$ cat config.mk
export PLATFORM = sky130hd
export DESIGN_NAME = diff_accumulator_flat
export DESIGN_NICKNAME = d
export VERILOG_FILES = /design/src/rtl/diff_accumulator_pkg.sv /design/src/rtl/diff_accumulator_if.sv /design/src/rtl/diff_accumulator_sum_out_slice.sv /design/src/rtl/diff_accumulator.sv /design/src/flat_wrapper.sv
export SDC_FILE = /design/constraint.sdc
export NUM_CORES = 1
export LEC_CHECK = 0
export BUFFER_PORTS_ARGS = -buffer_cell sky130_fd_sc_hd__buf_4
export CAP_MARGIN = 5
export CORE_MARGIN = 2
export CORE_UTILIZATION = 40
export DETAILED_ROUTE_END_ITERATION = 16
export PLACE_DENSITY_LB_ADDON = 0.08
export SYNTH_ARGS = -nofsm -noshare
export SYNTH_HDL_FRONTEND = slang
export SYNTH_SLANG_ARGS = --single-unit
export TNS_END_PERCENT = 50
$ cat constraint.sdc
create_clock -name clk -period 2.65 [get_ports clk]
set_input_delay 0.795 -clock clk [delete_from_list [all_inputs] [get_ports clk]]
set_output_delay 0.795 -clock clk [all_outputs]
set_load 0.1 [all_outputs]
$ cat src/rtl/diff_accumulator_pkg.sv
// Shared widths, types and the accumulator sizing rule for the difference accumulator.
package diff_accumulator_pkg;

  localparam int DATA_BITS = 8;
  localparam int CNT_BITS  = 8;

  typedef logic [DATA_BITS-1:0] data_t;
  typedef logic [CNT_BITS-1:0]  cnt_t;

  // Smallest accumulator width that holds nsamp full-scale samples without wrapping.
  function automatic int min_acc_bits(input int nsamp);
    int max_sum;
    int bits;
    max_sum = nsamp * ((1 << DATA_BITS) - 1);
    bits    = 0;
    for (int i = 0; i < 31; i++) begin
      if ((max_sum >> i) != 0) bits = i + 1;
    end
    return bits;
  endfunction

endpackage

$ cat src/rtl/diff_accumulator_if.sv
// Sample input handshake, flush request and window-sum output handshake.
interface diff_accumulator_if #(
  parameter int ACC_BITS = 16
);
  import diff_accumulator_pkg::*;

  data_t               in_data;
  logic                in_valid;
  logic                in_ready;
  logic                flush;
  logic [ACC_BITS-1:0] out_sum;
  cnt_t                out_cnt;
  logic                out_valid;
  logic                out_ready;

  modport slave (
    input  in_data, in_valid, flush, out_ready,
    output in_ready, out_sum, out_cnt, out_valid
  );

  modport master (
    output in_data, in_valid, flush, out_ready,
    input  in_ready, out_sum, out_cnt, out_valid
  );

endinterface

$ cat src/rtl/diff_accumulator_sum_out_slice.sv
// One-entry output register holding a finished window sum until downstream takes it.
module sum_out_slice
  import diff_accumulator_pkg::*;
#(
  parameter int ACC_BITS = 16
) (
  input  logic                clk,
  input  logic                rst,
  input  logic                load,
  input  logic [ACC_BITS-1:0] load_sum,
  input  cnt_t                load_cnt,
  input  logic                out_ready,
  output logic [ACC_BITS-1:0] out_sum,
  output cnt_t                out_cnt,
  output logic                out_valid,
  output logic                free
);

  logic [ACC_BITS-1:0] sum_p1;
  cnt_t                cnt_p1;
  logic                vld_p1;

  // The slot can take a new window when empty or being drained this cycle.
  assign free      = !vld_p1 || out_ready;
  assign out_sum   = sum_p1;
  assign out_cnt   = cnt_p1;
  assign out_valid = vld_p1;

  // Load a finished window, or retire the held one on an output handshake.
  always_ff @(posedge clk or posedge rst) begin
    if (rst) begin
      sum_p1 <= '0;
      cnt_p1 <= '0;
      vld_p1 <= 1'b0;
    end else if (load) begin
      sum_p1 <= load_sum;
      cnt_p1 <= load_cnt;
      vld_p1 <= 1'b1;
    end else if (out_ready) begin
      vld_p1 <= 1'b0;
    end
  end

endmodule

$ cat src/rtl/diff_accumulator.sv
// Sums NSAMP unsigned difference words per window; FLUSH closes a partial window early.
module diff_accumulator
  import diff_accumulator_pkg::*;
#(
  parameter int NSAMP    = 4,
  parameter int ACC_BITS = 16
) (
  input logic          clk,
  input logic          rst,
  diff_accumulator_if.slave bus
);

  generate
    if (NSAMP < 2 || NSAMP > 255) begin : g_bad_nsamp
      $error("diff_accumulator: NSAMP must lie in 2..255");
    end
    if (ACC_BITS < min_acc_bits(NSAMP)) begin : g_bad_acc_bits
      $error("diff_accumulator: ACC_BITS too narrow for NSAMP full-scale samples");
    end
  endgenerate

  localparam cnt_t LAST_CNT = cnt_t'(NSAMP - 1);
  localparam cnt_t FULL_CNT = cnt_t'(NSAMP);

  // Zero-extend the sample into the accumulator; legal widths never wrap.
  function automatic logic [ACC_BITS-1:0] add_sample(input logic [ACC_BITS-1:0] a,
                                                     input data_t d);
    return a + ACC_BITS'(d);
  endfunction

  logic [ACC_BITS-1:0] acc_p0;
  cnt_t                cnt_p0;
  logic                out_free;
  logic                cnt_last;
  logic                in_hs;
  logic                load;
  logic [ACC_BITS-1:0] sum_nxt;
  logic [ACC_BITS-1:0] load_sum;
  cnt_t                load_cnt;

  // Only the window-closing sample can be refused, and only while the output slot is busy.
  assign cnt_last     = (cnt_p0 == LAST_CNT);
  assign bus.in_ready = !(cnt_last && !out_free);
  assign in_hs        = bus.in_valid && bus.in_ready;
  assign sum_nxt      = add_sample(acc_p0, bus.in_data);

  // Decide whether this edge closes a window, and with which sum and count.
  always_comb begin
    load     = 1'b0;
    load_sum = sum_nxt;
    load_cnt = cnt_p0 + cnt_t'(1);
    if (in_hs) begin
      if (cnt_last) begin
        load     = 1'b1;
        load_cnt = FULL_CNT;
      end else if (bus.flush && out_free) begin
        load = 1'b1;
      end
    end else if (bus.flush && (cnt_p0 != '0) && out_free) begin
      load     = 1'b1;
      load_sum = acc_p0;
      load_cnt = cnt_p0;
    end
  end

  // Stage p0: running window sum and sample count, cleared whenever a window closes.
  always_ff @(posedge clk or posedge rst) begin
    if (rst) begin
      acc_p0 <= '0;
      cnt_p0 <= '0;
    end else if (load) begin
      acc_p0 <= '0;
      cnt_p0 <= '0;
    end else if (in_hs) begin
      acc_p0 <= sum_nxt;
      cnt_p0 <= cnt_p0 + cnt_t'(1);
    end
  end

  // Stage p1: finished window held for the downstream handshake.
  sum_out_slice #(
    .ACC_BITS (ACC_BITS)
  ) u_out (
    .clk       (clk),
    .rst       (rst),
    .load      (load),
    .load_sum  (load_sum),
    .load_cnt  (load_cnt),
    .out_ready (bus.out_ready),
    .out_sum   (bus.out_sum),
    .out_cnt   (bus.out_cnt),
    .out_valid (bus.out_valid),
    .free      (out_free)
  );

endmodule

$ cat src/flat_wrapper.sv
// flat-port wrapper written by rule: the top's interface ports become plain ports
module diff_accumulator_flat import diff_accumulator_pkg::*;
#(
  parameter int NSAMP    = 4,
  parameter int ACC_BITS = 16
)
  (clk, rst, bus_in_data, bus_in_valid, bus_flush, bus_out_ready, bus_in_ready, bus_out_sum, bus_out_cnt, bus_out_valid);
  diff_accumulator_if #(.ACC_BITS(ACC_BITS)) bus_i ();
  input logic clk;
  input logic rst;
  input wire logic [$bits(bus_i.in_data)-1:0] bus_in_data;
  input wire logic [$bits(bus_i.in_valid)-1:0] bus_in_valid;
  input wire logic [$bits(bus_i.flush)-1:0] bus_flush;
  input wire logic [$bits(bus_i.out_ready)-1:0] bus_out_ready;
  output wire logic [$bits(bus_i.in_ready)-1:0] bus_in_ready;
  output wire logic [$bits(bus_i.out_sum)-1:0] bus_out_sum;
  output wire logic [$bits(bus_i.out_cnt)-1:0] bus_out_cnt;
  output wire logic [$bits(bus_i.out_valid)-1:0] bus_out_valid;
  assign bus_i.in_data = bus_in_data;
  assign bus_i.in_valid = bus_in_valid;
  assign bus_i.flush = bus_flush;
  assign bus_i.out_ready = bus_out_ready;
  assign bus_in_ready = bus_i.in_ready;
  assign bus_out_sum = bus_i.out_sum;
  assign bus_out_cnt = bus_i.out_cnt;
  assign bus_out_valid = bus_i.out_valid;
  diff_accumulator #(.NSAMP(NSAMP), .ACC_BITS(ACC_BITS)) u_core (.clk(clk), .rst(rst), .bus(bus_i));
endmodule
==> results of run 1 <==
-- synth_stat cells (6+ instances only) --
| cell | count | area [sq um] |
|---|---|---|
| nor2_1 | 30 | 112.6 |
| buf_2 | 6 | 30.03 |
| clkbuf_1 | 8 | 30.03 |
| a31oi_1 | 15 | 93.84 |
| ha_1 | 10 | 125.1 |
| inv_1 | 8 | 30.03 |
| o21ai_0 | 33 | 165.2 |
| nand3_1 | 6 | 30.03 |
| dfrtp_1 | 49 | 1226 |
| nand2_1 | 27 | 101.4 |
| a22o_1 | 11 | 96.34 |
| a21oi_1 | 15 | 75.07 |
-- worst reg2reg max path: stages (launching register included) --
cell       delay, ps
dfrtp_1          400
buf_4            150
inv_1             80
ha_1             140
or3b_2           480
o21a_1           270
o2bb2ai_2        460
buf_4            250
nand2_1           50
o21ai_0           70
-- repair_timing --
| item | in CTS | in global routing |
|---|---|---|
| endpoints found under the setup margin | 1 | 6 |
| gates resized for setup | 5 | 1 |
| buffers inserted | 4 | 1 |
| pin swaps | 2 | 3 |
-- routing by layer --
layer | global-route usage | routed length, microns | vias to the layer above
li1 | - | - | 1258
met1 | 0.2870 | 3468 | 1220
met2 | 0.3271 | 3424 | 47
met3 | 0.03393 | 284 | 5
met4 | 0.05315 | 68 | 0
met5 | 0 | 0 | -
-- cell type report --
class	count	area (sq um)	share of cell area
Clock inverter	2	15.01	0.004274
Clock buffer	6	72.57	0.02066
Multi-Input combinational cell	228	1478	0.4206
Tap cell	96	120.1	0.03419
Inverter	8	30.03	0.008547
Sequential cell	49	1227	0.3494
Timing Repair Buffer	71	570.5	0.1624
-- through the flow --
stage	std cells	hold WS, ps	area, sq um	setup slack [ps]	setup TNS (ps)
floorplan	301	461.0	2806	169.8	0
global placement	447	461.8	3364	-32.96	-32.96
detailed placement	447	466.9	3364	-62.72	-62.72
CTS	459	466.3	3503	13.89	0
global route	460	475.4	3513	-44.60	-44.60
finish	460	453.8	3513	-13.85	-13.85
-- final timing paths --
path / startpoint / to / slack [ps] / depth (start not counted)
setup / recovery: u_core.cnt_p0[7] / bus_in_ready / -10 / 3
hold / removal: rst / u_core.acc_p0[13] / 450 / 2
setup reg to reg: u_core.cnt_p0[0] / u_core.acc_p0[6] / 210 / 9
hold reg to reg: u_core.u_out.out_cnt[2] / u_core.u_out.out_cnt[2] / 490 / 1
max in group asynchronous: rst / u_core.u_out.out_sum[8] / 1570 / 3
min in group clk: u_core.u_out.out_cnt[2] / u_core.u_out.out_cnt[2] / 490 / 1
-- state kept, by name, summed over array words and instances, names as in the netlist --
| signal | count |
|---|---|
| u_core.u_out.out_valid | 1 |
| u_core.u_out.out_sum | 16 |
| u_core.cnt_p0 | 8 |
| u_core.acc_p0 | 16 |
| u_core.u_out.out_cnt | 8 |
-- logic make-up after synthesis --
group / after synthesis / share of synthesized area
adders and majority gates: 11 / 0.05183
buffers and inverters: 24 / 0.04022
xor gates and xnor gates: 8 / 0.02502
and+or+nand+nor: 93 / 0.1631
AOI/OAI and AO/OA: 115 / 0.2784
DFF: 49 / 0.4379
muxes: 1 / 0.003575
==> impl_metrics.py, run 1 <==
metrics = {
    "drt": {
        "vias_per_cell": 5.500,
        "drtPass1Iterations": 4,
        "wl_microns": 7245,
        "drtIter0Drc": 199,
        "ant_nets": 0,
        "drc_errors": 0,
        "via_count": 2530,
        "routedWlPerCell_microns": 15.75,
    },
    "cts": {
        "htree_levels": 2,
        "numCtsBuffers": 5,
        "cts_buffer_depth": 2,
        "cts.clk_slew.worst_paths_ps": 90,
        "clockRootBuffer": "clkbuf_8",
        "cts_tree": "done",
        "clk_latency_ps": 310,
        "holdBufCountCts": 0,
        "clock-sinks": 49,
    },
    "critical_path": {
        "worstSetupPathType": "register to output pin",
        "critPathTopFamily": "simple AND/OR/NAND/NOR gates",
        "crit_arrival_ps": 1870,
        "crit_path_start_kind": "register",
        "critPathBufInv": 1,
        "crit_required_ps": 1860,
        "worstPathCellList": "or4_4, or3_4, buf_12",
        "critPathSlowestCell": "or4_4",
        "crit_path_end_kind": "output pin",
        "cp_max_fo": 4,
        "slowest_delay_ps": 540,
    },
    "sta": {
        "hold_violations": 0,
        "drv_slew": 0,
        "finalCritPeriodShare": 1.005,
        "rsz0062_at_grt": "true",
        "worst_slew_pin_slew_ps": 547.9,
        "setup_viol": 1,
        "layout_setup_ws_ps": -13.85,
        "slew_headroom": 0.6309,
        "fin_skew_ps": 8.522,
        "fin_crit_ps": 2664,
        "fmax_ghz": 0.3754,
    },
    "yosys": {
        "synth_flop_cell": "dfrtp_1",
        "syn_inst": 301,
        "synth_nets": 325,
        "syn_area_sq_mm": 0.002800,
        "synth-async-reset-ratio": 1.000,
        "synth_edf_count": 0,
        "ys_ff_latch": 49,
        "yosys_warnings": 0,
        "syn_avg_cell_area_sq_um": 9.303,
        "yosysSeqAreaShare": 0.4379,
        "synth.distinct_cells": 52,
    },
    "cells_and_area": {
        "syn2layout_area_growth_pct": 25.47,
        "drive_gt1_frac": 0.2418,
        "antenna_cells": 0,
        "final_common_cell": "buf_4",
        "final_util": 0.5171,
        "nNetsFinal": 387,
        "final_cell_mix": "buf_4 (68), dfrtp_1 (48), o21ai_0 (33), nor2_1 (30), nand2_1 (27)",
        "fill_cells": 656,
    },
    "grt": {
        "grt_pass1_vias": 2446,
        "grt_start_max_net_pins": 25,
        "antenna_found_initial": 0,
        "overflow": 0,
        "grtUsageTotal": 0.2039,
        "grt_pass1_wl_microns": 12220,
    },
    "flow_run": {
        "cap_violations": 0,
    },
    "die": {
        "initial_core_util": 0.4122,
        "die_h_microns": 87.67,
        "fp-row-count": 30,
        "core_area_sq_mm": 0.006794,
        "die_x_microns": 87.67,
        "ios": 39,
        "dieArea_sq_mm": 0.007686,
    },
    "run_status": {
        "violations": "setup timing",
        "status": "finished, violations left",
    },
    "placement": {
        "port_buffers": 38,
        "place_congestion": 0.8406,
        "dp_hpwl_microns": 5300,
    },
    "min_path": {
        "hold_path_class": "input pin to asynchronous set/reset pin",
    },
}
Power of run 1 is not shown: default switching activity piles up to over one toggle a cycle in this logic, so the estimate is an artifact.
==> inputs of run 2 (changes only) <==
--- a/config.mk
+++ b/config.mk
@@ -11,6 +11,7 @@
 export CORE_UTILIZATION = 40
 export DETAILED_ROUTE_END_ITERATION = 16
 export PLACE_DENSITY_LB_ADDON = 0.08
+export SETUP_SLACK_MARGIN = 0.15
 export SYNTH_ARGS = -nofsm -noshare
 export SYNTH_HDL_FRONTEND = slang
 export SYNTH_SLANG_ARGS = --single-unit
==> impl_metrics.py, run 2 (synthesis gave the netlist of run 1 again) <==
metrics = {
    "sta": {
        "rsz0062_at_grt": "true",
        "hold_violations": 0,
        "drv_slew": 0,
        "fin_skew_ps": 9.796,
        "setup_viol": 1,
        "fin_crit_ps": 2654,
        "fmax_ghz": 0.3767,
        "worst_slew_pin_slew_ps": 539.8,
        "slew_headroom": 0.6363,
        "finalCritPeriodShare": 1.002,
        "layout_setup_ws_ps": -4.298,
    },
    "cts": {
        "holdBufCountCts": 0,
        "numCtsBuffers": 5,
        "cts.clk_slew.worst_paths_ps": 90,
        "cts_tree": "done",
        "clockRootBuffer": "clkbuf_8",
        "htree_levels": 2,
        "clk_latency_ps": 310,
        "clock-sinks": 49,
        "cts_buffer_depth": 2,
    },
    "critical_path": {
        "cp_max_fo": 4,
        "crit_arrival_ps": 1860,
        "reg2reg_from": "u_core.cnt_p0[7]",
        "reg2reg_depth": 6,
        "crit_path_end_kind": "output pin",
        "crit_path_start_kind": "register",
        "worstSetupPathType": "register to output pin",
        "crit_required_ps": 1860,
        "ff2ff_setup_slack_ps": 240,
        "r2r-end": "u_core.cnt_p0[5]",
    },
    "die": {
        "initial_core_util": 0.4122,
        "core_area_sq_mm": 0.006794,
        "ios": 39,
        "die_x_microns": 87.67,
        "dieArea_sq_mm": 0.007686,
        "die_h_microns": 87.67,
        "fp-row-count": 30,
    },
    "min_path": {
        "hold_path_class": "input pin to asynchronous set/reset pin",
    },
    "grt": {
        "grt_pass1_vias": 2443,
        "grtUsageTotal": 0.2054,
        "overflow": 0,
        "grt_start_max_net_pins": 25,
        "antenna_found_initial": 0,
        "grt_pass1_wl_microns": 12320,
    },
    "drt": {
        "wl_microns": 7306,
        "ant_nets": 0,
        "routedWlPerCell_microns": 15.78,
        "drtPass1Iterations": 4,
        "drc_errors": 0,
        "drtIter0Drc": 194,
        "via_count": 2561,
        "vias_per_cell": 5.531,
    },
    "cells_and_area": {
        "final_common_cell": "buf_4",
        "final_cell_mix": "buf_4 (69), dfrtp_1 (48), o21ai_0 (31), nor2_1 (29), nand2_1 (27)",
        "final_util": 0.5267,
        "syn2layout_area_growth_pct": 27.79,
        "nNetsFinal": 390,
        "antenna_cells": 0,
        "drive_gt1_frac": 0.2589,
    },
    "placement": {
        "dp_hpwl_microns": 5300,
        "place_congestion": 0.8406,
        "place_ws_ps": -62.72,
        "port_buffers": 38,
    },
    "run_status": {
        "status": "finished, violations left",
        "violations": "setup timing",
    },
    "flow_run": {
        "cap_violations": 0,
    },
}
run 2: per-layer routing:
| layer | vias to the layer above | track usage | part of all wire |
|---|---|---|---|
| met2 | 74 | 0.3326 | 0.46 |
| met1 | 1226 | 0.2899 | 0.47 |
| met5 | - | 0 | 0 |
| met3 | 5 | 0.03299 | 0.056 |
| met4 | 0 | 0.04755 | 0.0096 |
| li1 | 1256 | - | - |
run 2: how the worst max path moves through the flow:
stage / from / to / slack, ps / cells after the start
4_1_cts: u_core.cnt_p0[0] / bus_in_ready / 10 / 4
6_report: u_core.cnt_p0[7] / bus_in_ready / -4 / 3
5_1_grt: u_core.cnt_p0[7] / bus_in_ready / -40 / 3
3_5_place_dp: bus_in_data[3] / u_core.u_out.out_sum[13] / -60 / 8
2_1_floorplan: bus_out_ready / bus_in_ready / 170 / 3
3_3_place_gp: bus_in_data[3] / u_core.u_out.out_sum[13] / -30 / 8
run 2: timing repair:
action	CTS	global route
pin swaps	3	3
setup buffers	4	4
hold endpoints to repair	0	0
resized for setup	9	7
endpoints found under the setup margin	7	25
run 2: cell type report:
cell class              count  area [sq um]
fillers                   652          3216
clock inverters             2         15.01
multi-input cells         228          1513
clock buffers               6         72.57
inverters                   8         30.03
repair buffers             74         600.6
flip-flops and latches     49          1227
well taps                  96         120.1
run 2: critical path, cell delays in order, from the launching register on:
cell	delay, ps
dfrtp_1	420
or4_4	530
or3_4	420
buf_12	180
run 2: per-stage QoR:
stage | TNS [ps] | cells | instance area [sq um] | hold slack [ps]
floorplan | 0 | 301 | 2806 | 461.0
global placement | -32.96 | 447 | 3364 | 461.8
detailed placement | -62.72 | 447 | 3364 | 466.9
CTS | 0 | 459 | 3518 | 466.3
global route | -44.60 | 463 | 3578 | 475.4
finish | -4.298 | 463 | 3578 | 452.1
Power of run 2 is left out for the same reason.
==> inputs of run 3 (changes only) <==
--- a/config.mk
+++ b/config.mk
@@ -11,6 +11,7 @@
 export CORE_UTILIZATION = 40
 export DETAILED_ROUTE_END_ITERATION = 16
 export PLACE_DENSITY_LB_ADDON = 0.08
+export REMOVE_ABC_BUFFERS = 1
 export SETUP_SLACK_MARGIN = 0.15
 export SYNTH_ARGS = -nofsm -noshare
 export SYNTH_HDL_FRONTEND = slang
==> impl_metrics.py, run 3 (synthesis gave the netlist of run 1 again) <==
metrics = {
    "cts": {
        "cts_tree": "done",
        "clockRootBuffer": "clkbuf_8",
        "htree_levels": 2,
        "clock-sinks": 49,
        "numCtsBuffers": 5,
        "clk_latency_ps": 310,
        "cts_buffer_depth": 2,
        "holdBufCountCts": 0,
        "cts.clk_slew.worst_paths_ps": 100,
    },
    "critical_path": {
        "cp_max_fo": 2,
        "slowest_delay_ps": 560,
        "worstSetupPathType": "register to output pin",
        "crit_arrival_ps": 1850,
        "crit_path_end_kind": "output pin",
        "critPathBufInv": 1,
        "critPathTopFamily": "simple AND/OR/NAND/NOR gates",
        "crit_required_ps": 1860,
        "crit_path_start_kind": "register",
        "worstPathCellList": "or4_4, or3_4, buf_12",
        "critPathSlowestCell": "or4_4",
    },
    "cells_and_area": {
        "nNetsFinal": 390,
        "final_common_cell": "buf_4",
        "seqCellArea_sq_mm": 0.001226,
        "final_cell_mix": "buf_4 (71), dfrtp_1 (49), o21ai_0 (32), nor2_1 (30), nand2_1 (27)",
        "fill_cells": 667,
        "final_cells": 463,
        "multi_input_area_sq_mm": 0.001509,
        "syn2layout_area_growth_pct": 27.17,
        "drive_gt1_frac": 0.2561,
        "antenna_cells": 0,
    },
    "drt": {
        "drtPass1Iterations": 4,
        "ant_nets": 0,
        "wl_microns": 7260,
        "via_count": 2555,
        "vias_per_cell": 5.518,
        "drtIter0Drc": 192,
        "drc_errors": 0,
        "routedWlPerCell_microns": 15.68,
    },
    "placement": {
        "dp.cells": 446,
        "dp_hpwl_microns": 5154,
        "place_congestion": 0.8329,
        "port_buffers": 38,
        "place_ws_ps": 3.234,
    },
    "min_path": {
        "hold_path_class": "register to register",
    },
    "grt": {
        "grt_pass1_wl_microns": 12320,
        "grt_pass1_vias": 2474,
        "grt_start_max_net_pins": 26,
        "grtUsageTotal": 0.2039,
        "antenna_found_initial": 0,
        "overflow": 0,
    },
    "die": {
        "initial_core_util": 0.4122,
        "fp-row-count": 30,
        "ios": 39,
        "dieArea_sq_mm": 0.007686,
        "core_area_sq_mm": 0.006794,
        "die_x_microns": 87.67,
        "die_h_microns": 87.67,
    },
    "sta": {
        "layout_setup_ws_ps": 2.856,
        "finalCritPeriodShare": 0.9989,
        "fin_skew_ps": 12.13,
        "fmax_ghz": 0.3778,
        "rsz0062_at_grt": "true",
        "final.setup.tns_ps": 0,
        "fin_crit_ps": 2647,
        "drv_slew": 0,
        "worst_slew_pin_slew_ps": 565.5,
        "slew_headroom": 0.6224,
        "setup_viol": 0,
        "hold_violations": 0,
        "fin_hold_ws_ps": 485.9,
    },
    "run_status": {
        "status": "complete, no violations",
    },
    "flow_run": {
        "cap_violations": 0,
    },
}
run 3: routing by layer:
metal | up-vias | track usage | part of all wire
met5 | - | 0 | 0
met4 | 0 | 0.04056 | 0.0081
met3 | 5 | 0.03582 | 0.039
met2 | 54 | 0.3361 | 0.49
met1 | 1241 | 0.2834 | 0.47
li1 | 1255 | - | -
run 3: area by class of cell:
cell class,instances,share of cell area
inverter,8,0.008433
multi-input combinational,228,0.4238
clock buffer,6,0.02038
timing repair buffer,74,0.1665
tap,96,0.03373
clock inverter,2,0.002811
sequential,49,0.3443
run 3: worst reg2reg max path, delay by kind of cell, from the launching register on:
kind | cells | cell delay [ps]
buf+inv | 3 | 480
fa+ha+maj | 1 | 130
flops | 1 | 410
simple gates | 3 | 870
compound gates | 2 | 440
run 3: timing repair:
action                                  in CTS  in global routing
resized for setup                            6                  7
endpoints found under the setup margin       6                 13
pin swaps                                    2                  2
setup buffers                                6                  3
run 3: final timing paths:
check,start,end,slack [ps],cells after the start
setup reg to reg,u_core.cnt_p0[0],u_core.u_out.out_sum[9],260,9
setup / recovery,u_core.cnt_p0[4],bus_in_ready,3,3
hold / removal,u_core.u_out.out_cnt[2],u_core.u_out.out_cnt[2],490,1
min in group asynchronous,rst,u_core.u_out.out_cnt[7],540,2
max in group asynchronous,rst,u_core.acc_p0[0],1580,3
hold reg to reg,u_core.u_out.out_cnt[2],u_core.u_out.out_cnt[2],490,1
run 3: through the flow:
step	util	instance area, sq um
final	0.5241	3561
after global routing	0.5241	3561
after CTS	0.5157	3503
after detailed placement	0.4937	3354
after global placement	0.4937	3354
after floorplan	-	2718
Power of run 3 is left out for the same reason.
